==> config.mk <==
export PLATFORM = sky130hd
export DESIGN_NAME = regfile_shadowed
export DESIGN_NICKNAME = d
export VERILOG_FILES = /design/src/rtl/regfile_shadowed.sv
export SDC_FILE = /design/constraint.sdc
export NUM_CORES = 1
export LEC_CHECK = 0
export CAP_MARGIN = 20
export CORE_MARGIN = 2
export CORE_UTILIZATION = 40
export DETAILED_ROUTE_END_ITERATION = 8
export SLEW_MARGIN = 0
export SYNTH_ARGS = -nofsm -noshare
export SYNTH_HDL_FRONTEND = slang
export SYNTH_SLANG_ARGS = --single-unit
==> constraint.sdc <==
create_clock -name clk -period 1.97 [get_ports clk]
set_input_delay 0.394 -clock clk [delete_from_list [all_inputs] [get_ports clk]]
set_output_delay 0.394 -clock clk [all_outputs]
set_load 0.05 [all_outputs]
==> src/rtl/regfile_shadowed.sv <==
// Shadowed configuration register file: interface writes land in a shadow bank,
// and a commit strobe copies every shadow word into the active bank on one edge.
module regfile_shadowed #(
  parameter int NUMREGS    = 16,
  parameter int DATA_WIDTH = 8,
  parameter int ADDR_WIDTH = 8,
  parameter int ERR_WIDTH  = 4,
  parameter logic [NUMREGS*DATA_WIDTH-1:0] RESET_VALUES = '0
) (
  input  logic                  clk,
  input  logic                  reset_n,
  output logic [DATA_WIDTH-1:0] config_bits [0:NUMREGS-1],
  input  logic                  write,
  input  logic [ADDR_WIDTH-1:0] write_addr,
  input  logic [DATA_WIDTH-1:0] write_data,
  input  logic                  read,
  input  logic [ADDR_WIDTH-1:0] read_addr,
  input  logic                  read_shadow,
  output logic [DATA_WIDTH-1:0] read_data,
  output logic                  read_valid,
  input  logic                  commit,
  input  logic                  lock,
  output logic                  pending,
  output logic                  addr_err,
  output logic [ERR_WIDTH-1:0]  err_count
);

  // One extra bit so NUMREGS == 2**ADDR_WIDTH is still representable.
  localparam logic [ADDR_WIDTH:0]  NREGS_EXT = (ADDR_WIDTH+1)'(NUMREGS);
  localparam logic [ERR_WIDTH-1:0] ERR_MAX   = '1;

  logic [DATA_WIDTH-1:0] shadow_q [0:NUMREGS-1];
  logic [DATA_WIDTH-1:0] shadow_d [0:NUMREGS-1];
  logic [DATA_WIDTH-1:0] active_q [0:NUMREGS-1];
  logic [DATA_WIDTH-1:0] active_d [0:NUMREGS-1];
  logic                  pending_q, pending_d;
  logic [DATA_WIDTH-1:0] read_data_q, read_data_d;
  logic                  read_valid_q, read_valid_d;
  logic                  addr_err_q, addr_err_d;
  logic [ERR_WIDTH-1:0]  err_count_q, err_count_d;

  logic                  wr_in_range, rd_in_range, wr_ok, err_evt;
  logic [DATA_WIDTH-1:0] rd_word;

  always_comb begin
    wr_in_range = ({1'b0, write_addr} < NREGS_EXT);
    rd_in_range = ({1'b0, read_addr} < NREGS_EXT);
    wr_ok       = write & wr_in_range & ~lock;
    err_evt     = (write & ~(wr_in_range & ~lock)) | (read & ~rd_in_range);

    shadow_d = shadow_q;
    if (commit) active_d = shadow_q;
    else        active_d = active_q;

    // Reads see the bank contents from before this edge's write/commit.
    rd_word = '0;
    for (int i = 0; i < NUMREGS; i++) begin
      if (wr_ok && (write_addr == ADDR_WIDTH'(i))) shadow_d[i] = write_data;
      if (rd_in_range && (read_addr == ADDR_WIDTH'(i)))
        rd_word = read_shadow ? shadow_q[i] : active_q[i];
    end

    // A write in the same cycle as a commit leaves new uncommitted data behind.
    if (wr_ok)       pending_d = 1'b1;
    else if (commit) pending_d = 1'b0;
    else             pending_d = pending_q;

    read_valid_d = read;
    read_data_d  = read ? rd_word : read_data_q;
    addr_err_d   = err_evt;
    err_count_d  = (err_evt && (err_count_q != ERR_MAX)) ? err_count_q + 1'b1 : err_count_q;
  end

  always_ff @(posedge clk or negedge reset_n) begin
    if (!reset_n) begin
      for (int i = 0; i < NUMREGS; i++) begin
        shadow_q[i] <= RESET_VALUES[i*DATA_WIDTH +: DATA_WIDTH];
        active_q[i] <= RESET_VALUES[i*DATA_WIDTH +: DATA_WIDTH];
      end
      pending_q    <= 1'b0;
      read_data_q  <= '0;
      read_valid_q <= 1'b0;
      addr_err_q   <= 1'b0;
      err_count_q  <= '0;
    end else begin
      shadow_q     <= shadow_d;
      active_q     <= active_d;
      pending_q    <= pending_d;
      read_data_q  <= read_data_d;
      read_valid_q <= read_valid_d;
      addr_err_q   <= addr_err_d;
      err_count_q  <= err_count_d;
    end
  end

  assign config_bits = active_q;
  assign read_data   = read_data_q;
  assign read_valid  = read_valid_q;
  assign pending     = pending_q;
  assign addr_err    = addr_err_q;
  assign err_count   = err_count_q;

endmodule
==> run_results.csv <==
group,metric,value,unit
status,status,"completed",
drt,drtAntennaViolNets,0,
cells_and_area,nets,1291,
run,max-cap-violations,0,
synthesis,yosysSeqAreaShare,53.4,%
cells_and_area,stdcell_area,17300,µm²
cells_and_area,antennaDiodeCount,0,
placement,gp_congestion,0.909,
clocking,cts_htree_levels,1,
power_and_ir_drop,peakVddDrop,0.591,mV
synthesis,synth_cell_type_count,44,
clocking,numCtsBuffers,31,
synthesis,syn_nets,977,
clocking,cts_max_path_buffers,3,
floorplan,core,31400,µm²
critical_path,crit_arrival,2370,ps
cells_and_area,drive_gt1_share,57.0,%
sta,rsz0062_at_grt,"true",
synthesis,ys_ff_latch,271,
grt,grt_pass1_wl,58.9,mm
cells_and_area,syn_to_final_growth,36.1,%
placement,placed_area,15900,µm²
power_and_ir_drop,power_density,775,nW/µm²
grt,grt_usage,23.4,%
sta,setup_violations,0,
cells_and_area,final_cells,1680,
drt,avgRoutedWirePerCell,23.2,µm
placement,hpwl,27.7,mm
sta,hold_viol,0,
floorplan,num_rows,65,
floorplan,initial_utilization,40.4,%
synthesis,ys_warn_count,0,
sta,worstMarginPinSlew,619,ps
floorplan,ios,174,
sta,maxSlewViolCount,0,
drt,drc,0,
clocking,cts_sinks,271,
placement,port_buffers,173,
drt,viasPerCell,5.38,
critical_path,crit_type,"in2reg",
floorplan,die_x,182,µm
floorplan,die_h,182,µm
synthesis,synth_edf_count,0,
sta,finalCriticalPeriod,1940,ps
sta,finalSetupTns,0,ps
synthesis,synth.avg_cell_area,13.4,µm²
hold_path,hp-class,"in2reg",
drt,drt_iter0_drc,623,
cells_and_area,layout_commonest_cell,"buf_4",
placement,placed_cells,1620,
clocking,cts_root_buffer,"clkbuf_16",
floorplan,dieArea,33200,µm²
drt,first_pass_iters,5,
grt,grt_max_degree,62,
sta,slew_headroom,58.7,%
cells_and_area,final_core_util,55.0,%
cells_and_area,final_cell_mix,"282 x buf_4, 280 x mux2_2, 271 x dfrtp_1, 58 x mux2i_1",
clocking,cts_tree,"done",
critical_path,crit_fanout,4,
critical_path,required,2400,ps
sta,timing.final.ws_setup,34.0,ps
drt,vias,9042,
clocking,insertion_delay,550,ps
synthesis,ys_async_sr_fraction,100,%
sta,fin_crit_sh,98.3,%
sta,whs,322,ps
placement,place_ws,-928,ps
synthesis,syn_area,12700,µm²
power_and_ir_drop,leakage,8.57,nW
grt,overflow,0,
sta,clock.fmax,517,MHz
sta,worst_clock_skew,13.2,ps
grt,antenna_found_initial,0,
synthesis,syn-instance-count,945,
synthesis,synth_ff_type,"dfrtp_1",
critical_path,critPathCaptureType,"flop",
grt,grt_pass1_vias,9278,
clocking,path_clk_slew,60,ps
drt,wirelength,38.9,mm
critical_path,startpoint_type,"input port",
power_and_ir_drop,total_power,13.4,mW
==> timing repair <==
item / in CTS / in global routing
setup buffers: 6 / 3
hold buffers: 1 / 0
gates resized for setup: 77 / 47
endpoints found under the hold margin: 51 / 0
setup endpoints to repair: 124 / 65
cloned: 1 / 0
pin swaps: 11 / 14
==> power breakdown <==
part,switching (mW),total (mW),internal (mW),leakage [nW]
combinational,1.16,1.89,0.725,4.35
clock,2.23,5.56,3.32,0.479
sequential,0.172,5.94,5.77,3.75
==> registers in the layout, indices dropped and copies added (netlist names) <==
register     count
read_valid       1
config_bits    128
pending          1
err_count        4
addr_err         1
read_data        8
shadow_q       128
==> cells by family (layout without fill, tap and decap cells) <==
group / count (synthesis) / in the layout / synth area share (%)
multiplexers: 377 / 377 / 33.6
flip-flops: 271 / 271 / 53.4
buffers and inverters: 66 / 399 / 2.02
AO/OA/AOI/OAI: 123 / 123 / 6.62
adder cells (fa/ha/maj): 1 / 1 / 0.0986
XOR/XNOR: 3 / 3 / 0.207
AND/OR/NAND/NOR: 104 / 104 / 4.03
==> synth_stat cells, types with 5 or more instances <==
master	n	area [µm²]
a2111oi_0	7	61.3
a21oi_1	9	45.0
a221oi_1	14	123
a31oi_1	14	87.6
buf_1	12	45.0
buf_2	7	35.0
clkbuf_1	43	161
dfrtp_1	271	6780
mux2_2	309	3480
mux2i_1	58	581
mux4_2	8	180
nand2_1	39	146
nand3_1	5	25.0
nand4_1	10	62.6
nor2_1	24	90.1
o211ai_1	16	120
o21ai_0	36	180
o221ai_1	8	70.1
o22a_1	7	61.3
o31ai_1	7	52.6
==> per-layer routing <==
metal	wire, µm	up-vias	track usage [%]
met2	17500	205	36.0
met5	0	-	0
li1	-	4140	-
met1	19200	4653	35.8
met3	1470	44	2.75
met4	780	0	4.94
==> worst max-delay path, cell delays in order <==
cell and delay (ps):
buf_6 90, or4_4 560, nor2_4 120, nand2_2 60, buf_4 130, buf_4 130
nor3b_2 170, buf_4 190, nand3_2 110, buf_6 150, mux2_2 260
==> cell type report <==
class                   instances  area, µm²
fillers                      2655      14100
flip-flops and latches        271       6780
multi-input cells             608       6090
repair buffers                342       2890
clock buffers                  49        933
well taps                     402        503
clock inverters                 3       40.0
inverters                       4       22.5
repair inverters                1       7.51
==> worst paths after layout <==
path                          startpoint  cells past startpoint         endpoint  slack [ps]
min in group asynchronous        reset_n                      2   config_bits[0]         400
hold reg to reg             err_count[3]                      1     err_count[3]         500
hold / removal                    commit                      2  config_bits[94]         320
setup reg to reg           shadow_q[123]                      6     read_data[3]          70
setup / recovery           write_addr[7]                     11     shadow_q[65]          30
max in group asynchronous        reset_n                      3  config_bits[57]         900
No activity file was read; power rests on OpenSTA's default activity.
